<file path="src/rtl/pong_pkg.sv">
// Shared types and constants for the pong match controller.
package pong_pkg;

    typedef enum logic [1:0] {
        ST_IDLE  = 2'd0,
        ST_PLAY  = 2'd1,
        ST_PAUSE = 2'd2,
        ST_OVER  = 2'd3
    } game_state_e;

    localparam logic [1:0] WIN_NONE   = 2'b00;
    localparam logic [1:0] WIN_PLAYER = 2'b01;
    localparam logic [1:0] WIN_PC     = 2'b10;

    localparam int DEFAULT_WIN_SCORE    = 11;
    localparam int DEFAULT_PAUSE_FRAMES = 60;

endpackage

</file>
<file path="src/rtl/bcd_counter_2d.sv">
// Two-digit BCD score counter with a parallel binary count for win compares.
module bcd_counter_2d (
    input  logic       clk_i,
    input  logic       rst_ni,
    input  logic       clr_i,
    input  logic       inc_i,
    output logic [7:0] bcd_o,
    output logic [6:0] bin_o
);

    logic [3:0] ones_q, ones_d;
    logic [3:0] tens_q, tens_d;
    logic [6:0] bin_q, bin_d;

    always_comb begin
        ones_d = ones_q;
        tens_d = tens_q;
        bin_d  = bin_q;
        if (clr_i) begin
            ones_d = 4'd0;
            tens_d = 4'd0;
            bin_d  = 7'd0;
        end else if (inc_i) begin
            bin_d = bin_q + 7'd1;
            if (ones_q == 4'd9) begin
                ones_d = 4'd0;
                tens_d = (tens_q == 4'd9) ? 4'd0 : tens_q + 4'd1;
            end else begin
                ones_d = ones_q + 4'd1;
            end
        end
    end

    always_ff @(posedge clk_i or negedge rst_ni) begin
        if (!rst_ni) begin
            ones_q <= 4'd0;
            tens_q <= 4'd0;
            bin_q  <= 7'd0;
        end else begin
            ones_q <= ones_d;
            tens_q <= tens_d;
            bin_q  <= bin_d;
        end
    end

    assign bcd_o = {tens_q, ones_q};
    assign bin_o = bin_q;

endmodule

</file>
<file path="src/rtl/pong_score_fsm.sv">
// Pong match controller: scoring, serve sequencing and inter-point pause.
// state | meaning
// IDLE  | waiting for first start press after reset
// PLAY  | ball in motion, misses score
// PAUSE | frozen for PAUSE_FRAMES frame ticks, then serve
// OVER  | a side reached WIN_SCORE; wait for start press
module pong_score_fsm
    import pong_pkg::*;
#(
    parameter int WIN_SCORE    = DEFAULT_WIN_SCORE,
    parameter int PAUSE_FRAMES = DEFAULT_PAUSE_FRAMES
) (
    input  logic       clk_i,
    input  logic       rst_ni,
    input  logic       frame_tick_i,
    input  logic       start_i,
    input  logic       miss_player_i,
    input  logic       miss_pc_i,
    output logic       play_en_o,
    output logic       serve_o,
    output logic       serve_dir_o,
    output logic [7:0] score_player_o,
    output logic [7:0] score_pc_o,
    output logic [1:0] winner_o,
    output logic [1:0] state_o
);

    localparam logic [6:0] WIN_BIN   = 7'(WIN_SCORE);
    localparam logic [7:0] PAUSE_LDV = 8'(PAUSE_FRAMES);

    game_state_e state_q, state_d;
    logic        play_en_q, play_en_d;
    logic        serve_q, serve_d;
    logic        serve_dir_q, serve_dir_d;
    logic [1:0]  winner_q, winner_d;
    logic [7:0]  pause_cnt_q, pause_cnt_d;
    logic        start_q, start_d;

    logic        start_rise;
    logic        score_clr, inc_player, inc_pc;
    logic [6:0]  bin_player, bin_pc;

    assign start_rise = start_i & ~start_q;

    always_comb begin
        state_d     = state_q;
        play_en_d   = play_en_q;
        serve_d     = 1'b0;
        serve_dir_d = serve_dir_q;
        winner_d    = winner_q;
        pause_cnt_d = pause_cnt_q;
        start_d     = start_i;
        score_clr   = 1'b0;
        inc_player  = 1'b0;
        inc_pc      = 1'b0;
        unique case (state_q)
            ST_IDLE, ST_OVER: begin
                play_en_d = 1'b0;
                if (start_rise) begin
                    score_clr = 1'b1;
                    winner_d  = WIN_NONE;
                    serve_d   = 1'b1;
                    play_en_d = 1'b1;
                    state_d   = ST_PLAY;
                end
            end
            ST_PLAY: begin
                play_en_d = 1'b1;
                if (miss_pc_i || miss_player_i) begin
                    play_en_d   = 1'b0;
                    state_d     = ST_PAUSE;
                    pause_cnt_d = PAUSE_LDV;
                    // A simultaneous double miss is a void point: pause, no score.
                    if (miss_pc_i && !miss_player_i) begin
                        inc_player  = 1'b1;
                        serve_dir_d = 1'b1;
                        if (bin_player + 7'd1 == WIN_BIN) begin
                            state_d  = ST_OVER;
                            winner_d = WIN_PLAYER;
                        end
                    end else if (miss_player_i && !miss_pc_i) begin
                        inc_pc      = 1'b1;
                        serve_dir_d = 1'b0;
                        if (bin_pc + 7'd1 == WIN_BIN) begin
                            state_d  = ST_OVER;
                            winner_d = WIN_PC;
                        end
                    end
                end
            end
            ST_PAUSE: begin
                play_en_d = 1'b0;
                if (pause_cnt_q == 8'd0) begin
                    serve_d   = 1'b1;
                    play_en_d = 1'b1;
                    state_d   = ST_PLAY;
                end else if (frame_tick_i) begin
                    pause_cnt_d = pause_cnt_q - 8'd1;
                end
            end
            default: state_d = ST_IDLE;
        endcase
    end

    always_ff @(posedge clk_i or negedge rst_ni) begin
        if (!rst_ni) begin
            state_q     <= ST_IDLE;
            play_en_q   <= 1'b0;
            serve_q     <= 1'b0;
            serve_dir_q <= 1'b0;
            winner_q    <= WIN_NONE;
            pause_cnt_q <= 8'd0;
            start_q     <= 1'b1;
        end else begin
            state_q     <= state_d;
            play_en_q   <= play_en_d;
            serve_q     <= serve_d;
            serve_dir_q <= serve_dir_d;
            winner_q    <= winner_d;
            pause_cnt_q <= pause_cnt_d;
            start_q     <= start_d;
        end
    end

    bcd_counter_2d u_score_player (
        .clk_i  (clk_i),
        .rst_ni (rst_ni),
        .clr_i  (score_clr),
        .inc_i  (inc_player),
        .bcd_o  (score_player_o),
        .bin_o  (bin_player)
    );

    bcd_counter_2d u_score_pc (
        .clk_i  (clk_i),
        .rst_ni (rst_ni),
        .clr_i  (score_clr),
        .inc_i  (inc_pc),
        .bcd_o  (score_pc_o),
        .bin_o  (bin_pc)
    );

    assign play_en_o   = play_en_q;
    assign serve_o     = serve_q;
    assign serve_dir_o = serve_dir_q;
    assign winner_o    = winner_q;
    assign state_o     = state_q;

endmodule

</file>
<file path="config.mk">
export PLATFORM = sky130hd
export DESIGN_NAME = pong_score_fsm
export DESIGN_NICKNAME = d
export VERILOG_FILES = /design/src/rtl/pong_pkg.sv /design/src/rtl/bcd_counter_2d.sv /design/src/rtl/pong_score_fsm.sv
export SDC_FILE = /design/constraint.sdc
export NUM_CORES = 1
export LEC_CHECK = 0
export ABC_AREA = 1
export BUFFER_PORTS_ARGS = -buffer_cell sky130_fd_sc_hd__buf_4
export CORE_MARGIN = 10
export CORE_UTILIZATION = 55
export CTS_CLUSTER_DIAMETER = 50
export DETAILED_ROUTE_END_ITERATION = 6
export GPL_ROUTABILITY_DRIVEN = 1
export PLACE_DENSITY = 0.82
export SYNTH_ARGS = -nofsm -noshare
export SYNTH_HDL_FRONTEND = slang
export SYNTH_SLANG_ARGS = --single-unit
export TNS_END_PERCENT = 5
</file>
<file path="constraint.sdc">
create_clock -name clk_i -period 1.85 [get_ports clk_i]
set_input_delay 0.2775 -clock clk_i [delete_from_list [all_inputs] [get_ports clk_i]]
set_output_delay 0.2775 -clock clk_i [all_outputs]
set_load 0.03 [all_outputs]
</file>
== After elaboration in Yosys (flattened, before gate mapping) ==
Cells that the tools add are included.
Widths: inputs -> output; s select.
Storage, ports and cells
  flip-flop bits (word level): 46
  output and inout port bits: 23
Operators by class
  add/sub/neg operators: 7
  equal/unequal tests: 17
  multiplexer cells: 52
  bitwise gates (word level): 2
  reduce and logical (&&, ||, !) cells: 21
Operators by type and width (count)
  $mux 4: 14
  $mux 7: 4
  $mux 8: 3
  $mux 2: 10
  $add 4x1->4 const B: 4
  $eq 4x4->1 const B: 4
  $mux 1: 16
  $pmux 8 s2: 1
  $add 7x1->7 const B: 2
  $eq 7x4->1 const B: 2
  $reduce_bool 2->1: 7
  $ne 2x2->1 const B: 5
  $ne 3x3->1 const B: 3
  $logic_not 8->1: 1
  $sub 8x1->8 const B: 1
  $pmux 2 s3: 1
  $reduce_and 3->1: 2
  $reduce_and 6->1: 1
  $eq 2x2->1 const B: 2
  $pmux 2 s2: 1
  $reduce_and 2->1: 2
  $reduce_and 4->1: 1
  $pmux 1 s3: 1
  $eq 2x1->1 const B: 1
  other kinds (8): 10

== Longest topological paths before layout ==
Gate-level depths: netlist of run 1.
  word-level depth: 8
  depth in mapped cells: 12
  depth with buffers taken out: 12

== Hierarchy ==
Synthesis of run 1 repeated with hierarchy kept, for this count alone.
Second synthesis, totals
  cells, all modules: 352
  area, all modules: 2750.1 um^2
Modules (own cells, without submodules)
  bcd_counter_2d: instances 2, cells an instance 100, area each 834.6 um^2
  pong_score_fsm: instances 1, cells an instance 152, area each 1081.0 um^2

== Worst setup path before layout of run 1 ==
OpenSTA, ideal clock, no wires.
  path type: reg2reg
  start: register state_q[1] (netlist: state_o[1])
  end: register pause_cnt_q[2]
  library setup time: 125 ps
  arrival time: 1635 ps
  setup slack: 89 ps
  stages on the path, launching flop included: 13
  period minus slack after synthesis: 1761 ps
  cells stage by stage: dfrtp_1 > inv_1 > ha_1 > nand2_1 > inv_1 > a21oi_2 > nand2_2 > nand2_2 > nand2_4 > inv_2 > nand2_1 > nand2_1 > nand3_1
On the way
  longest elaborated chain between the ends: 3
  elaborated cells on any way between the ends: 8
  those cells by class: eq/ne (5); mux (1); reduce/logical (2)
RTL lines
  start, declared: RTL line pong_score_fsm.sv:31  | game_state_e state_q, state_d;
  start signal, assigned: RTL line pong_score_fsm.sv:115  | state_q <= state_d;
  $eq 2x2->1 or $eq 2x1->1 (tied branches): RTL line pong_score_fsm.sv:56  | unique case (state_q)
  $ne 2x2->1 (no source line) or $reduce_bool 2->1 (tied branches)
  $reduce_and 4->1 (no source line)
  end signal, assigned: RTL line pong_score_fsm.sv:120  | pause_cnt_q <= pause_cnt_d;
  end, declared: RTL line pong_score_fsm.sv:36  | logic [7:0] pause_cnt_q, pause_cnt_d;
Several ways; a longest one is shown, not always the timed one.
A chain may end at the register's enable or synchronous reset.

== Final worst setup path of run 1 ==
  start: register state_q[0] (netlist: state_o[0])
  end: register pause_cnt_q[2]
Same word-level chain as after synthesis.

==> impl_metrics.csv, run 1 <==
group,metric,value,unit
clock_tree,clockRootBuffer,"clkbuf_8",
route,routed_wirelength,5320,um
clock_tree,cts_buffers,5,
power,peakVddDrop,0.826,mV
critical_path,reg2reg_from,"state_o[0]",
min_path,hold_class,"in -> reg",
timing,slew_violations,0,
min_path,min_to,"start_q",
timing,worst_slew_pin_slew,574,ps
layout,drive_above_1_share,16.7,%
global_routing,grt_pass1_vias,2152,
route,drt_iter0_markers,106,
logic_synthesis,synth_cell_types,30,
logic_synthesis,async_flop_share,100,%
layout,nets,389,
placement,gp_congestion,0.841,
logic_synthesis,ys.flop_type,"dfrtp_1",
logic_synthesis,ys_warn_count,0,
floorplanning,fp.dieH,88.9,um
global_routing,grt_max_degree,47,
min_path,min_from,"start_i",
clock_tree,cts_tree,"done",
clock_tree,htreeDepth,2,
critical_path,cp-start-kind,"flop",
route,viasPerCell,5.31,
clock_tree,insertion_delay,300,ps
timing,skew,7.88,ps
logic_synthesis,ys_ff_latch,46,
power,p_leak,1.51,nW
logic_synthesis,synthCells,326,
timing,rsz0062_at_grt,"yes",
timing,timing.final.crit_share,93.2,%
placement,port_buffers,28,
critical_path,worstSetupPathType,"reg -> reg",
clock_tree,clkSinkCount,46,
floorplanning,fp.dieW,88.9,um
route,drt_pass1_iterations,4,
critical_path,worstPathRequired,2040,ps
timing,max_slew_margin,61.7,%
route,num_vias,2223,
global_routing,grt_pass1_wl,9120,um
timing,fin_hold_ws,108,ps
clock_tree,path_clk_slew,90,ps
layout,areaGrowthSynthToFinish,17.2,%
placement,hpwl,4050,um
clock_tree,clockBufferDepth,2,
logic_synthesis,mappedNetlistNets,351,
critical_path,critPathBufInv,3,
logic_synthesis,syn-cell-area,2610,um2
critical_path,crit_arrival,1910,ps
layout,utilization,65.6,%
global_routing,grt.total_usage,14.5,%
route,route.detailed.drc,0,
timing,fmax,0.580,GHz
global_routing,antenna_found_initial,0,
route,antenna_left,0,
critical_path,critPathMaxStageDelay,450,ps
flow_run,max_cap_violations,0,
critical_path,rrSetupSlack,130,ps
critical_path,crit_chain,"inv_1, ha_1, inv_1, a21oi_2, nand2_2, nand2_2, nand2_4, inv_2, nand2_1, nand2_1, nand3_1",
critical_path,cp_slowest_cell,"dfrtp_2",
floorplanning,initial_core_util,56.0,%
min_path,whs_path_depth,1,
critical_path,cp_top_family,"simple AND/OR/NAND/NOR gates",
power,powerDensity,1380,nW/um2
route,drt-wirelength-per-cell,12.7,um
critical_path,r2r_end,"pause_cnt_q[2]",
layout,mostFrequentLayoutCells,"75 x nand2_1, 52 x inv_1, 44 x dfrtp_1, 30 x buf_4, 28 x nor2_1",
logic_synthesis,yosysSeqAreaShare,44.2,%
critical_path,cp_max_fo,9,
status,status,"complete, no violations",
floorplanning,rows,25,
logic_synthesis,synth_edf_count,0,
placement,placed_area,2900,um2
critical_path,endpoint_kind,"flop",
layout,diodes,0,
critical_path,reg2regPathDepth,11,
logic_synthesis,syn_avg_cell_area,8.01,um2
floorplanning,ioPinCount,29,
timing,setup_viol,0,
layout,fin_area,3060,um2
global_routing,grt-ovfl-total,0,
floorplanning,dieArea,7900,um2
timing,timing_hold_violations_final,0,
timing,layout_min_cycle_time,1720,ps
floorplanning,coreArea,4660,um2
layout,final_common_cell,"nand2_1",
## kinds of logic (layout without fill, tap and decap cells)
group,after synthesis,in the layout,share of synthesized area [%]
and+or+nand+nor,147,147,24.8
buffers and inverters,55,94,7.91
AOI/OAI and AO/OA,52,52,11.6
DFF,46,46,44.2
adders and majority gates,19,19,9.11
xor gates and xnor gates,5,5,1.68
muxes,2,2,0.815
## flip-flops by register name, summed over array words and instances, names as in the netlist
name / count
u_score_player.bin_o: 7
play_en_o: 1
serve_dir_o: 1
u_score_pc.ones_q: 4
winner_o: 2
u_score_pc.tens_q: 4
serve_o: 1
state_o: 2
start_q: 1
u_score_player.ones_q: 4
u_score_pc.bin_o: 7
pause_cnt_q: 8
u_score_player.tens_q: 4
## cell type report
| cell class | instances | area (um2) |
|---|---|---|
| fillers | 407 | 1600 |
| flip-flops and latches | 46 | 1150 |
| clock buffers | 6 | 82.6 |
| repair buffers | 31 | 235 |
| well taps | 54 | 67.6 |
| multi-input cells | 225 | 1300 |
| clock inverters | 2 | 12.5 |
| inverters | 55 | 206 |
## per-layer routing
metal  track usage (%)  wire length, um  vias to the layer above
li1                  -                -                     1130
met1              16.7             2500                     1052
met2              23.5             2450                       39
met3              4.88              329                        2
met4              7.05               48                        0
met5                 0                0                        -
## cell usage after synthesis (all sizes together), types with 2 or more instances
cell | count | area share [%]
nor3 | 9 | 1.9
a21oi | 8 | 1.7
o21a | 2 | 0.58
dfrtp | 45 | 43
o21ai | 29 | 6.0
xor2 | 4 | 1.3
nand2 | 80 | 12
nand4 | 4 | 0.96
nor2 | 28 | 4.0
inv | 55 | 7.9
o22ai | 7 | 1.7
o31ai | 3 | 0.86
a31oi | 2 | 0.48
nand3b | 2 | 0.58
nand3 | 22 | 4.6
ha | 19 | 9.1
## worst register-to-register path, cell delays in order (launching register included)
cell	delay, ps
dfrtp_2	450
inv_1	70
ha_1	180
inv_1	130
a21oi_2	200
nand2_2	120
nand2_2	110
nand2_4	90
inv_2	100
nand2_1	50
nand2_1	50
nand3_1	60
## report_power, final
group / total, mW / internal, mW / switching (mW) / leakage, nW
clock: 0.639 / 0.300 / 0.339 / 0.0472
combinational: 2.02 / 0.715 / 1.31 / 0.865
sequential: 1.55 / 1.27 / 0.274 / 0.599
total: 4.21 / 2.29 / 1.92 / 1.51
## worst max path at each step
stage,start,endpoint,slack (ps),depth (start not counted)
after floorplan,state_o[1],pause_cnt_q[2],90,12
final,state_o[0],pause_cnt_q[2],130,11
after global placement,state_o[1],pause_cnt_q[2],170,11
after global routing,state_o[1],pause_cnt_q[4],-30,11
after detailed placement,state_o[1],pause_cnt_q[4],70,11
after CTS,state_o[1],pause_cnt_q[4],60,11
## metrics by stage
stage	power (mW)	std cells	TNS, ps	worst slack [ps]
after CTS	4.16	419	0	57.9
after floorplan	2.87	326	0	89.5
final	4.21	419	0	126
after global routing	4.58	419	-52.7	-27.0
after global placement	3.43	410	0	172
after detailed placement	3.50	410	0	65.6
## what timing repair did
item                                    CTS  global route
setup buffers                             0             0
hold buffers                              1             0
hold endpoints to repair                 45             0
endpoints found under the setup margin    0            12
resized for setup                         0            10
(Power assumes the default switching activity.)
==> inputs of run 2 (changes only) <==
--- a/config.mk
+++ b/config.mk
@@ -8,11 +8,12 @@
 export ABC_AREA = 1
 export BUFFER_PORTS_ARGS = -buffer_cell sky130_fd_sc_hd__buf_4
 export CORE_MARGIN = 10
-export CORE_UTILIZATION = 55
+export CORE_UTILIZATION = 53
 export CTS_CLUSTER_DIAMETER = 50
 export DETAILED_ROUTE_END_ITERATION = 6
 export GPL_ROUTABILITY_DRIVEN = 1
 export PLACE_DENSITY = 0.82
+export SLEW_MARGIN = 20
 export SYNTH_ARGS = -nofsm -noshare
 export SYNTH_HDL_FRONTEND = slang
 export SYNTH_SLANG_ARGS = --single-unit
==> constraint.sdc (replaced) <==
create_clock -name clk_i -period 1.4 [get_ports clk_i]
set_input_delay 0.21 -clock clk_i [delete_from_list [all_inputs] [get_ports clk_i]]
set_output_delay 0.21 -clock clk_i [all_outputs]
set_load 0.03 [all_outputs]
==> run 2 against run 1 <==
Compared with the run above:
- the run now ends with setup timing left
- first-iteration DRC count rose by 6.6%
- count of clock-buffer cells in the layout rose by 1
- clock skew rose by 3.0 ps
- sequential power rose by 26%
- via count rose by 13%
- critical endpoint unchanged
==> impl_metrics.csv, run 2 (synthesis gave the netlist of run 1 again) <==
group,metric,value,unit
global_routing,grt_max_degree,47,
clock_tree,cts_tree,"done",
critical_path,cp-start-kind,"flop",
critical_path,critPathMaxStageDelay,450,ps
critical_path,critPathLaunch,"state_o[0]",
timing,slew_violations,0,
floorplanning,coreArea,4750,um2
global_routing,grt-ovfl-total,0,
power,p_leak,1.78,nW
route,viasPerCell,5.21,
global_routing,top_usage_layer,"met2",
timing,rsz0062_at_grt,"yes",
global_routing,use_met3,3.66,%
clock_tree,clockBufferDepth,2,
critical_path,crit_arrival,1850,ps
global_routing,grt_pass1_vias,2602,
floorplanning,initial_core_util,54.9,%
route,route.detailed.drc,0,
timing,fmax,0.601,GHz
status,status,"finished, violations left",
route,drt_pass1_iterations,4,
critical_path,endpoint_kind,"flop",
status,violations,"setup timing",
timing,skew,10.9,ps
clock_tree,clkSinkCount,46,
layout,utilization,78.0,%
power,p_clk_share,12.0,%
power,finalPower,7.06,mW
clock_tree,cts_buffers,5,
layout,mostFrequentLayoutCells,"75 x buf_4, 63 x nand2_1, 43 x dfrtp_1, 40 x inv_1, 21 x nor2_1",
floorplanning,dieArea,8130,um2
placement,hpwl,4800,um
layout,final_common_cell,"buf_4",
placement,gp_congestion,0.864,
global_routing,antenna_found_initial,0,
timing,timing_hold_violations_final,0,
timing,layout_min_cycle_time,1660,ps
critical_path,crit_top_cell,"nand2_2",
floorplanning,fp.dieW,90.2,um
global_routing,grt.total_usage,16.6,%
layout,largest_register_ffs,8,
critical_path,crit_chain,"ha_4, nand2_2, inv_2, a21oi_4, nand2_2, nand2_4, nand2_4, inv_4, nand2_2, nand2_1, nand3_1",
power,p_int,3.91,mW
clock_tree,clockRootBuffer,"clkbuf_8",
layout,max_flop_register,"pause_cnt_q",
layout,register_area,1150,um2
route,routed_wirelength,7070,um
clock_tree,insertion_delay,300,ps
timing,setup_viol,38,
critical_path,critPathBufInv,2,
layout,diodes,0,
min_path,hold_class,"in -> reg",
route,antenna_left,0,
layout,fill_cells,335,
power,peakVddDrop,1.18,mV
critical_path,cp_max_fo,7,
power,switchingPower,3.15,mW
global_routing,use_met1,18.6,%
critical_path,worstPathRequired,1580,ps
critical_path,cp_top_family,"simple AND/OR/NAND/NOR gates",
critical_path,cp_slowest_cell,"dfrtp_2",
critical_path,worstSetupPathType,"reg -> reg",
power,seq_power_share,27.7,%
timing,finalWorstSetupSlack,-264,ps
timing,worst_slew_pin_slew,581,ps
clock_tree,htreeDepth,2,
power,powerDensity,1900,nW/um2
flow_run,max_cap_violations,0,
floorplanning,rows,25,
power,p_sw_share,44.6,%
layout,drive_above_1_share,38.6,%
layout,nets,441,
floorplanning,ioPinCount,29,
clock_tree,path_clk_slew,90,ps
power,combinationalPowerShare,60.3,%
critical_path,reg2reg_from,"state_o[0]",
timing,timing.final.crit_share,119,%
route,drt-wirelength-per-cell,14.6,um
route,num_vias,2520,
placement,pre_cts_ws,-201,ps
placement,port_buffers,28,
timing,max_slew_margin,61.2,%
global_routing,grt_pass1_wl,11600,um
min_path,min_from,"start_i",
layout,areaGrowthSynthToFinish,42.1,%
route,drt_iter0_markers,113,
floorplanning,fp.dieH,90.2,um
layout,multi_input_area,1530,um2
global_routing,use_met2,30.7,%
[run 2: final cells by class]
class	count	share of cell area, %
clock buffers	7	2.33
clock inverters	1	0.135
inverters	55	5.83
multi-input cells	227	41.1
flip-flops and latches	46	31.1
well taps	67	2.26
repair buffers	81	17.2
[run 2: worst paths after layout]
| kind | cells past startpoint | endpoint | slack, ps |
|---|---|---|---|
| max reg2reg | 11 | pause_cnt_q[2] | -260 |
| max in group asynchronous | 2 | state_o[1] | 530 |
| min | 1 | start_q | 50 |
| min reg2reg | 2 | winner_o[0] | 490 |
| min in group asynchronous | 2 | u_score_pc.ones_q[1] | 440 |
| max | 11 | pause_cnt_q[2] | -260 |
[run 2: worst reg2reg max path, stage by stage (launching register included)]
cell     delay (ps)
dfrtp_2         450
ha_4            210
nand2_2          90
inv_2            70
a21oi_4         170
nand2_2         110
nand2_4         100
nand2_4          80
inv_4            90
nand2_2          50
nand2_1          60
nand3_1          60
[run 2: timing repair]
action,CTS,global route
setup buffers,5,2
cloned,2,0
setup endpoints to repair,43,45
gates resized for setup,40,31
pin swaps,20,16
endpoints found under the hold margin,45,0
hold buffers,1,0
[run 2: power by group through the flow]
stage / clock network [mW] / logic, mW / registers, mW
after floorplan: 0 / 1.56 / 2.41
after global placement: 0 / 3.44 / 1.93
after detailed placement: 0 / 3.59 / 1.95
after CTS: 0.851 / 3.93 / 1.95
after global routing: 0.911 / 4.63 / 2.00
final: 0.846 / 4.26 / 1.96
[run 2: metal layers]
metal / vias to the layer above / routed length [um]
met3: 15 / 291
li1: 1244 / -
met5: - / 0
met1: 1196 / 2980
met2: 65 / 3680
met4: 0 / 115
[run 2: per-stage QoR]
stage	TNS [ps]	instances	hold slack, ps	cell area [um2]
finish	-3460	484	51.5	3710
global route	-7650	484	43.2	3710
CTS	-2400	482	50.6	3610
detailed placement	-3080	466	255	3320
global placement	-1560	466	251	3320
floorplan	-2450	326	-85.6	2680
==> inputs of run 3 (changes only) <==
--- a/config.mk
+++ b/config.mk
@@ -5,7 +5,6 @@
 export SDC_FILE = /design/constraint.sdc
 export NUM_CORES = 1
 export LEC_CHECK = 0
-export ABC_AREA = 1
 export BUFFER_PORTS_ARGS = -buffer_cell sky130_fd_sc_hd__buf_4
 export CORE_MARGIN = 10
 export CORE_UTILIZATION = 53
@@ -13,7 +12,6 @@
 export DETAILED_ROUTE_END_ITERATION = 6
 export GPL_ROUTABILITY_DRIVEN = 1
 export PLACE_DENSITY = 0.82
-export SLEW_MARGIN = 20
 export SYNTH_ARGS = -nofsm -noshare
 export SYNTH_HDL_FRONTEND = slang
 export SYNTH_SLANG_ARGS = --single-unit
==> run 3 against run 2 <==
Compared with the run above:
- the flow still finishes with violations (setup timing)
- clock skew is 4.9 ps lower
- count of clock-buffer cells in the layout unchanged
- combinational power decreased by 16%
- clock power increased by 0.9%
- global-route usage down 0.34 points
- sequential cell count unchanged
- synthesized area is 1.6% higher
- power fell by 9.5%
- die area grew 1.3%
- cell area is 1.5% higher
==> impl_metrics.csv, run 3 <==
group,metric,value,unit
route,drt_iter0_markers,137,
logic_synthesis,yosysTopAreaCell,"dfrtp_1",
timing,fmax,0.545,GHz
critical_path,reg2reg_from,"u_score_player.bin_o[0]",
logic_synthesis,syn-cell-area,2650,um2
floorplanning,initial_core_util,55.4,%
timing,setup_viol,31,
logic_synthesis,ys_warn_count,0,
logic_synthesis,yosysSeqAreaShare,43.4,%
timing,rsz0062_at_grt,"yes",
critical_path,crit_arrival,2050,ps
critical_path,worstPathRequired,1620,ps
floorplanning,coreArea,4790,um2
logic_synthesis,synth_top_area_share,42.5,%
layout,mostFrequentLayoutCells,"84 x buf_4, 43 x dfrtp_1, 30 x nor2_1, 28 x nand2_1, 15 x ha_1",
clock_tree,cts_buffers,5,
placement,gp_congestion,0.930,
route,viasPerCell,5.47,
power,p_clk_share,13.3,%
floorplanning,rows,25,
layout,register_area,1150,um2
layout,final_cells,453,
power,peakVddDrop,1.07,mV
layout,final_common_cell,"buf_4",
layout,fill_cells,311,
critical_path,r2r_end,"state_o[0]",
layout,areaGrowthSynthToFinish,41.9,%
route,drt_pass1_iterations,4,
route,antenna_left,0,
layout,multi_input_area,1640,um2
power,p_int,3.73,mW
critical_path,critPathLaunch,"u_score_player.bin_o[0]",
power,p_leak,1.78,nW
critical_path,worstSetupPathType,"reg -> reg",
logic_synthesis,async_flop_share,100,%
status,status,"finished, violations left",
logic_synthesis,synthCells,294,
timing,max_slew_margin,61.9,%
clock_tree,post_cts_buffers,0,
placement,post-place-cells,444,
route,route.detailed.drc,0,
route,drt-wirelength-per-cell,15.0,um
placement,hpwl,4800,um
power,p_sw_share,41.6,%
floorplanning,ioPinCount,29,
clock_tree,clkSinkCount,46,
clock_tree,insertion_delay,300,ps
clock_tree,path_clk_slew,90,ps
clock_tree,clockBufferDepth,2,
power,powerDensity,1700,nW/um2
critical_path,rrSetupSlack,-440,ps
clock_tree,htreeDepth,2,
layout,largest_register_ffs,8,
timing,finalWorstSetupSlack,-435,ps
flow_run,max_cap_violations,0,
layout,nets,410,
global_routing,grt_pass1_wl,11400,um
timing,timing.final.crit_share,131,%
route,routed_wirelength,6810,um
logic_synthesis,synth_edf_count,0,
critical_path,endpoint_kind,"flop",
layout,max_flop_register,"pause_cnt_q",
power,seq_power_share,30.5,%
logic_synthesis,ys_ff_latch,46,
global_routing,grt_max_degree,47,
critical_path,cp_max_fo,4,
placement,port_buffers,28,
logic_synthesis,synth_cell_types,51,
power,switchingPower,2.66,mW
status,violations,"setup timing",
global_routing,grt-ovfl-total,0,
logic_synthesis,syn_avg_cell_area,9.02,um2
logic_synthesis,synthMostInstantiatedCell,"dfrtp_1",
timing,slew_violations,0,
power,combinationalPowerShare,56.1,%
global_routing,antenna_found_initial,0,
logic_synthesis,netlist_top_cells_area,"dfrtp_1 42%, ha_1 9.0%, nand2_1 4.7%",
floorplanning,dieArea,8230,um2
route,num_vias,2480,
global_routing,grt.total_usage,16.3,%
logic_synthesis,mappedNetlistNets,319,
timing,skew,5.93,ps
timing,setup_tns,-3360,ps
min_path,hold_class,"in -> reg",
floorplanning,fp.dieH,90.7,um
critical_path,reg2regPathDepth,6,
timing,layout_min_cycle_time,1840,ps
critical_path,cp-endpoint,"state_o[0]",
logic_synthesis,ys.flop_type,"dfrtp_1",
global_routing,grt_pass1_vias,2518,
logic_synthesis,synthTopCellsByCount,"45 x dfrtp_1, 33 x nand2_1, 33 x nor2_1",
layout,diodes,0,
floorplanning,fp.dieW,90.7,um
clock_tree,cts_tree,"done",
timing,timing_hold_violations_final,0,
clock_tree,clockRootBuffer,"clkbuf_8",
timing,worst_slew_pin_slew,571,ps
layout,drive_above_1_share,39.4,%
critical_path,cp-start-kind,"flop",
-- run 3: changes by cell type after synthesis, sizes merged, moves of 8 or more --
cell / before / now
a21oi: 8 / 16
inv: 55 / 16
nand2: 80 / 33
o21ai: 29 / 16
xor2: 4 / 14
nand3: 22 / 13
-- run 3: worst max-delay path: stages (launching register included) --
cell and delay [ps]:
dfrtp_1 420, ha_4 200, or3_4 340, o21ai_2 90, a21oi_2 80, or4_1 410, a31oi_1 210
-- run 3: power by group through the flow --
stage          sequential (mW)  clock (mW)  combinational, mW
6_report                  1.95       0.854               3.59
3_3_place_gp              1.93           0               3.11
5_1_grt                   2.00       0.929               3.94
2_1_floorplan             2.39           0               1.39
4_1_cts                   1.95       0.867               3.42
3_5_place_dp              1.95           0               3.23
-- run 3: cells by family after synthesis --
family | synth area share (%)
muxes | 0.802
xor gates and xnor gates | 6.60
buffers and inverters | 3.92
adders and majority gates | 8.96
and+or+nand+nor | 25.5
DFF | 43.4
AOI/OAI and AO/OA | 10.8
-- run 3: final cells by class --
type / instances / area share, %
clock buffers: 7 / 2.29
inverters: 16 / 1.60
multi-input cells: 223 / 43.4
flip-flops and latches: 46 / 30.7
clock inverters: 1 / 0.133
repair buffers: 93 / 19.6
well taps: 67 / 2.23
-- run 3: worst min path at each step --
stage                  from             end  slack (ps)  depth (start not counted)
floorplan            rst_ni  pause_cnt_q[0]         -90                          0
global placement     rst_ni  pause_cnt_q[5]         240                          1
detailed placement   rst_ni  pause_cnt_q[4]         250                          1
CTS                 start_i         start_q          20                          1
global route        start_i         start_q          20                          1
finish              start_i         start_q          30                          1
-- run 3: per-layer routing --
metal	GRT usage (%)	up-vias	wire length, um
met1	19.4	1196	2860
met4	5.97	0	164
met3	3.99	18	373
met5	0	-	0
li1	-	1204	-
met2	27.5	62	3410
-- run 3: repair_timing --
action	in CTS	in global routing
resized for setup	36	27
setup endpoints to repair	44	44
endpoints found under the hold margin	45	0
pin swaps	9	9
hold buffers	1	0
-- run 3: stage by stage --
step | utilization (%) | instance area, um2 | hold WS [ps] | power (mW) | worst slack, ps
final | 78.7 | 3760 | 27.4 | 6.40 | -435
after global routing | 78.7 | 3760 | 19.4 | 6.88 | -489
after CTS | 76.4 | 3650 | 19.5 | 6.23 | -374
after detailed placement | 71.6 | 3420 | 245 | 5.18 | -414
after global placement | 71.6 | 3420 | 244 | 5.03 | -270
after floorplan | - | 2720 | -85.6 | 3.78 | -357
